===== src/rtl/fir_srg_ctrl.sv =====
// Block sequencer around the fir_srg core: clear, load a block, run the filter,
// then read every output back onto a valid/ready stream with a last marker.
module fir_srg_ctrl #(
    parameter int unsigned SignalLength = 1000
) (
    input  logic        i_clk,
    input  logic        i_rst_n,
    input  logic        i_in_valid,
    output logic        o_in_ready,
    input  logic [31:0] i_in_data,
    output logic        o_out_valid,
    input  logic        i_out_ready,
    output logic [31:0] o_out_data,
    output logic        o_out_last,
    output logic        o_busy,
    output logic        o_fir_reset,
    output logic [1:0]  o_fir_op,
    output logic [31:0] o_fir_addr,
    output logic [31:0] o_fir_x,
    input  logic [31:0] i_fir_y,
    input  logic        i_fir_done
);

    localparam logic [31:0] LastIdx = 32'(SignalLength - 1);

    localparam logic [1:0] OpIdle    = 2'b00;
    localparam logic [1:0] OpWrite   = 2'b01;
    localparam logic [1:0] OpCompute = 2'b10;
    localparam logic [1:0] OpRead    = 2'b11;

    typedef enum logic [2:0] {
        StIdle,
        StClr,
        StLoad,
        StCalc,
        StRreq,
        StOut
    } state_e;

    state_e      r_state;
    logic [31:0] r_cnt;
    logic        r_fir_reset;
    logic        w_cnt_last;

    assign w_cnt_last = (r_cnt == LastIdx);

    // The core is held in reset while our own reset is asserted, and gets
    // exactly one cycle of reset (the CLR state) ahead of every block.
    always_ff @(posedge i_clk or negedge i_rst_n) begin
        if (!i_rst_n) begin
            r_state     <= StIdle;
            r_cnt       <= '0;
            r_fir_reset <= 1'b1;
        end else begin
            case (r_state)
                StIdle: begin
                    r_fir_reset <= i_in_valid;
                    if (i_in_valid) begin
                        r_state <= StClr;
                    end
                end
                StClr: begin
                    r_fir_reset <= 1'b0;
                    r_cnt       <= '0;
                    r_state     <= StLoad;
                end
                StLoad: begin
                    if (i_in_valid) begin
                        if (w_cnt_last) begin
                            r_cnt   <= '0;
                            r_state <= StCalc;
                        end else begin
                            r_cnt <= r_cnt + 32'd1;
                        end
                    end
                end
                StCalc: begin
                    if (i_fir_done) begin
                        r_state <= StRreq;
                    end
                end
                StRreq: begin
                    r_state <= StOut;
                end
                StOut: begin
                    if (i_out_ready) begin
                        if (w_cnt_last) begin
                            r_state <= StIdle;
                        end else begin
                            r_cnt   <= r_cnt + 32'd1;
                            r_state <= StRreq;
                        end
                    end
                end
                default: begin
                    r_state <= StIdle;
                end
            endcase
        end
    end

    always_comb begin
        o_fir_op    = OpIdle;
        o_in_ready  = 1'b0;
        o_out_valid = 1'b0;
        case (r_state)
            StLoad: begin
                o_in_ready = 1'b1;
                o_fir_op   = i_in_valid ? OpWrite : OpIdle;
            end
            StCalc: begin
                o_fir_op = i_fir_done ? OpIdle : OpCompute;
            end
            StRreq: begin
                o_fir_op = OpRead;
            end
            StOut: begin
                o_out_valid = 1'b1;
            end
            default: begin
                o_fir_op = OpIdle;
            end
        endcase
    end

    assign o_busy      = (r_state != StIdle);
    assign o_out_last  = o_out_valid & w_cnt_last;
    assign o_out_data  = i_fir_y;
    assign o_fir_addr  = r_cnt;
    assign o_fir_x     = i_in_data;
    assign o_fir_reset = r_fir_reset;

endmodule

===== config.mk =====
export PLATFORM = sky130hd
export DESIGN_NAME = fir_srg_ctrl
export DESIGN_NICKNAME = d
export VERILOG_FILES = /design/src/rtl/fir_srg_ctrl.sv
export SDC_FILE = /design/constraint.sdc
export NUM_CORES = 1
export LEC_CHECK = 0
export ABC_AREA = 1
export BUFFER_PORTS_ARGS = -buffer_cell sky130_fd_sc_hd__buf_4
export CAP_MARGIN = 20
export CORE_UTILIZATION = 47
export DETAILED_ROUTE_END_ITERATION = 6
export GPL_ROUTABILITY_DRIVEN = 0
export PLACE_DENSITY = 0.87
export SETUP_SLACK_MARGIN = 0.2
export SYNTH_ARGS = -nofsm -noshare
export SYNTH_HDL_FRONTEND = slang
export SYNTH_SLANG_ARGS = --single-unit

===== constraint.sdc =====
create_clock -name i_clk -period 2.1 [get_ports i_clk]
set_input_delay 0.315 -clock i_clk [delete_from_list [all_inputs] [get_ports i_clk]]
set_output_delay 0.315 -clock i_clk [all_outputs]
set_load 0.01 [all_outputs]

Word level (Yosys, flattened, before mapping)

Cells that the tools add are included.

Equal/unequal tests: 12
$add $sub $neg: 1
Mux-type cells: 18
Bitwise operators: 1
Reductions and logical operators: 6

Operators with widths:

| operator              | count |
|---|---|
| $mux 32               | 4 |
| $pmux 32 s3           | 1 |
| $add 32x1->32 const B | 1 |
| $eq 32x10->1 const B  | 1 |
| $mux 3                | 6 |
| $pmux 3 s6            | 1 |
| $ne 2x2->1 const B    | 6 |
| $eq 3x2->1 const B    | 2 |
| $eq 3x3->1 const B    | 2 |
| $pmux 2 s3            | 1 |
| $reduce_bool 3->1     | 2 |
| $reduce_and 5->1      | 1 |
| $reduce_and 4->1      | 1 |
| $eq 3x1->1 const B    | 1 |
| $logic_not 3->1       | 1 |
| $mux 1                | 3 |
| $mux 2                | 1 |
| $pmux 1 s2            | 1 |
| $reduce_bool 2->1     | 1 |
| $and 1x1->1           | 1 |

Logic and storage cells: 41
Register bits: 36
Input bits: 69
Output and inout bits: 103

Depth between registers and ports, before layout

Depth in word-level cells: 4
Gate-level depth with buffers: 12

Worst setup path before layout

OpenSTA, ideal clock, no wires.

Path kind: reg2reg
From: reg r_cnt[1], in the netlist o_fir_addr[1]
To: reg r_cnt[13], in the netlist o_fir_addr[13]
Slack: 0.522 ns
Arrival time: 1.462 ns
Data required time: 1.984 ns
Stages on the path, launching flop included: 12
Cells stage by stage: dfrtp_1 > ha_1 > inv_1 > nor2_1 > nand4_1 > nor2_2 > nand3_2 > nand2_2 > inv_2 > buf_4 > nand2_1 > nand2_1

Cells in the longest elaborated chain, start to end: 4
Elaborated cells between the ends (all ways): 9
Classes of those cells: add/sub: 1; eq/ne: 2; mux: 5; reduce/logical: 1

RTL lines:

| what                                          | RTL line   | RTL |
|---|---|---|
| start: declaration                            | 41         | `logic [31:0] r_cnt;` |
| start signal: assignment                      | 73         | `r_cnt <= r_cnt + 32'd1;` |
| start signal: assignment                      | 90         | `r_cnt <= r_cnt + 32'd1;` |
| $add 32x1->32 or $eq 32x10->1 (tied branches) | 73, 90, 45 |  |
| $mux 32, on equally long branches             | 87, 69     |  |
| $mux 32, on equally long branches             | 86, 68     |  |
| $pmux 32 s3                                   | 55         | `case (r_state)` |

Several ways; a longest one is shown, not always the timed one. The select of a mux whose other input is x is not followed.
A chain may end at the register's enable or synchronous reset.

Final worst setup path

From: reg r_cnt[3], in the netlist o_fir_addr[3]
To: reg r_cnt[29], in the netlist o_fir_addr[29]

The elaborated chain is that of the path after synthesis.

==> metrics.md <==
| Metric | Value |
|---|---|
| Result of the run | finished clean |
| Nets | 598 |
| Routed WL per cell | around 14 um |
| First-pass detailed-route iteration total | 7 |
| Post-synth cell types | 27 |
| Horiz. Die Dim | roughly 86 um |
| Number of warnings printed during yosys synthesis | 0 |
| Worst-case headroom to the max-slew limit | between 60 and 70% |
| Period utilization | between 90% and 100% |
| Number of maximum-capacitance violations | 0 |
| Fin. Hold Viols | 0 |
| Synthesis-to-finish area growth | 4.808% |
| Setup clock skew after layout | a little over 0.009 ns |
| Critical setup path kind | register to register |
| Setup repair after global routing missed its margin | yes |
| TritonCTS clock tree | yes |
| Number of global-route vias before repair | 3,103 |
| Accumulated negative setup slack | 0 ns |
| Maximum number of pins on one net before global-route repair | 37 |
| Number of buffers added by the clock tree synthesis step | 5 |
| Average footprint of a synthesized cell | 6.202 um2 |
| Number of instances in the synthesized netlist | between 500 and 600 |
| Worst slack on hold paths | roughly 0.28 ns |
| Tightest Pin Transition | 0.4650 ns |
| Net Switching | around 1.0 mW |
| Num ports | between 150 and 200 |
| HP Class | input port to register |
| Post-synthesis sequential area ratio | a little over a quarter |
| Highest attainable clock frequency | around 0.52 GHz |
| Arr. time, crit path | ~2.1 ns |
| # setup viols final | 0 |
| Half-perimeter wire length after placement | ~6500 um |
| Clk network pwr share | a little under a quarter |
| Library cell used as clock root buffer | sky130_fd_sc_hd__clkbuf_8 |
| Gr usage total | between 20 and 25% |
| Slew Limit Fails | 0 |
| Area of the multi-input gates | ~1700 um2 |
| Internal portion of total power | 1.353 mW |
| Wire length reported by the detailed router | between 8000 and 9000 um |
| Part of the power in registers | 33.4% |
| Core Area | 6832 um2 |
| Die ar. | 7427 um2 |
| CP required | about 2.3 ns |
| Initial core utilization | between 40 and 50% |
| Number of clock sinks | 36 |
| Detailed Route Iter0 Violations | 385 |
| List of cells traversed by the critical path | nand2_1 > nor2_1 > nand2_1 > nor2_1 > nand2_1 > nand2_1 > o211ai_1 > o21ai_1 |
| Floorplan die height | roughly 86 um |
| Synth Net Count | just over 600 |
| Crit path top cell by count | sky130_fd_sc_hd__nand2_1 |
| # fillers | roughly 700 |
| Library cell with the largest summed area after synthesis | sky130_fd_sc_hd__dfrtp_1 |
| CP max-delay cell | sky130_fd_sc_hd__dfrtp_1 |
| Number of antenna repair diodes | 0 |
| Total number of placement rows | 30 |
| ANT nets after route | 0 |
| Worst stage delay on the critical path | 0.54 ns |
| Setup slack of the critical path after layout | about 0.18 ns |
| Number of buffers added on ports | 43 |
| Clock edge transition at the registers on the reported setup and hold paths | around 0.080 ns |
| Yosys top cell area share | around a quarter |
| Buffer depth of the longest clock path | 2 |
| Clock insertion delay at the later pin of the skew report | between 0.2 and 0.3 ns |
| Share of total power consumed by net switching | between 40% and 50% |
| Critical Path Sink Type | register |
| Leakage component of the power | about 1.6 nW |
| Register area | around 920 um2 |
| CP startpoint kind | register |
| Placement Setup Slack | around 0.31 ns |
| Largest cells by area after synthesis | sky130_fd_sc_hd__dfrtp_1 (26%), sky130_fd_sc_hd__nand2_1 (22%), sky130_fd_sc_hd__buf_4 (16%) |
| Final routed DRC violation total | 0 |
| Mapped Area | about 3300 um2 |
| H-tree levels | 2 |
| Pwr dens | between 600 and 700 nW/um2 |
| Share of cells above drive strength 1 | between 20% and 30% |
| Final critical delay including setup and external delays | ~1.9 ns |
| Worst-path maximum fanout | 8 |
| Part of the total power dissipated in combinational logic | 43.6% |
| Total congestion overflow | 0 |
| Peak supply drop | roughly 630 uV |
| Wire length of the first global-routing pass | 14,490 um |
| Number of synthesized register bits | 36 |
| Via count | ~3,400 |
| Routed via count divided by cell count | ~5.4 |
| Number of antenna violations at the first check in global routing | 0 |
sequential cells by signal, indices dropped and copies added (netlist names):
register,cells
o_fir_addr,32
o_fir_reset,1
r_state,3
cells by family after synthesis:
logic type	count (synthesis)	share of synthesized area, %
AO/OA/AOI/OAI	52	9.391
adder cells (fa/ha/maj)	2	0.7512
buffers and inverters	128	22.46
AND/OR/NAND/NOR	310	37.94
flip-flops	36	27.09
XOR/XNOR	9	2.367
synth_stat cells, drive strengths merged:
cell and instances:
nand4 4, ha 2, o21bai 1, xor2 9, inv 49, nor3 3, clkbuf 2, buf 77
nor2 73, nand2 198, dfstp 1, nand3 30, nor3b 1, o2111ai 2, o211ai 17, or2 1
a21oi 5, o21ai 27, dfrtp 35
per-stage QoR:
step	cell area, um2	cells	total power [mW]	util, %
finish	3491	624	2.397	51.10
global route	3491	624	2.543	51.10
CTS	3413	616	2.374	49.96
detailed placement	3254	603	1.800	47.64
global placement	3254	603	1.768	47.64
floorplan	3331	537	1.679	-
cell usage in the layout (no fill, tap or decap), drive strengths merged:
master | Yosys | layout
buf | 77 | 61
or2 | 1 | 1
dlygate4sd3 | 0 | 1
nand4 | 4 | 4
xor2 | 9 | 9
o211ai | 17 | 17
nor3b | 1 | 1
nand3 | 30 | 30
dfrtp | 35 | 35
clkbuf | 2 | 8
nand2 | 198 | 198
o21bai | 1 | 1
nor2 | 73 | 73
nor3 | 3 | 3
dfstp | 1 | 1
a21oi | 5 | 5
o2111ai | 2 | 2
inv | 49 | 49
o21ai | 27 | 27
ha | 2 | 2
routing by layer:
metal | wire length, um | vias up | part of all wire, % | GRT usage [%]
met3 | 797 | 59 | 9.0 | 5.714
met2 | 4023 | 197 | 46 | 38.10
met5 | 0 | - | 0 | 0
li1 | - | 1596 | - | -
met4 | 372 | 0 | 4.2 | 12.27
met1 | 3636 | 1513 | 41 | 31.46
critical path, delay by kind of cell (launching register included):
family	cells	cell delay, ns
and+or+nand+nor	6	1.08
DFF	1	0.54
AOI/OAI and AO/OA	2	0.21
power groups by stage:
stage | Sequential (mW) | Combinational (mW) | Clock [mW]
final | 0.800 | 1.04 | 0.552
after global placement | 0.812 | 0.956 | 0
after global routing | 0.806 | 1.15 | 0.590
after floorplan | 0.817 | 0.861 | 0
after CTS | 0.796 | 1.02 | 0.557
after detailed placement | 0.819 | 0.981 | 0
worst paths after layout:
| check | startpoint | end | slack, ns | cells after the start |
|---|---|---|---|---|
| hold / removal | i_out_ready | r_state[2]$_DFFE_PN0P_ | 0.28 | 4 |
| min in group asynchronous | i_rst_n | o_fir_addr[17]$_DFFE_PN0P_ | 0.51 | 2 |
| setup reg to reg | o_fir_addr[3]$_DFFE_PN0P_ | o_fir_addr[29]$_DFFE_PN0P_ | 0.18 | 8 |
| setup / recovery | o_fir_addr[3]$_DFFE_PN0P_ | o_fir_addr[29]$_DFFE_PN0P_ | 0.18 | 8 |
| max in group asynchronous | i_rst_n | o_fir_reset$_DFFE_PN1P_ | 1.23 | 2 |
| hold reg to reg | o_fir_reset$_DFFE_PN1P_ | o_fir_reset$_DFFE_PN1P_ | 0.51 | 2 |
timing repair:
action / CTS / global route
pin swaps: 0 / 1
hold endpoints to repair: 24 / 0
hold buffers: 1 / 0
setup endpoints to repair: 1 / 21
resized for setup: 11 / 9
setup buffers: 4 / 8
cell type report:
cell class	count	area share, %
clock buffer	8	2.867
inverter	49	5.269
tap	96	3.441
sequential	36	26.31
timing repair buffer	62	13.62
multi-input combinational	373	48.49
No activity file was read; power rests on OpenSTA's default activity.
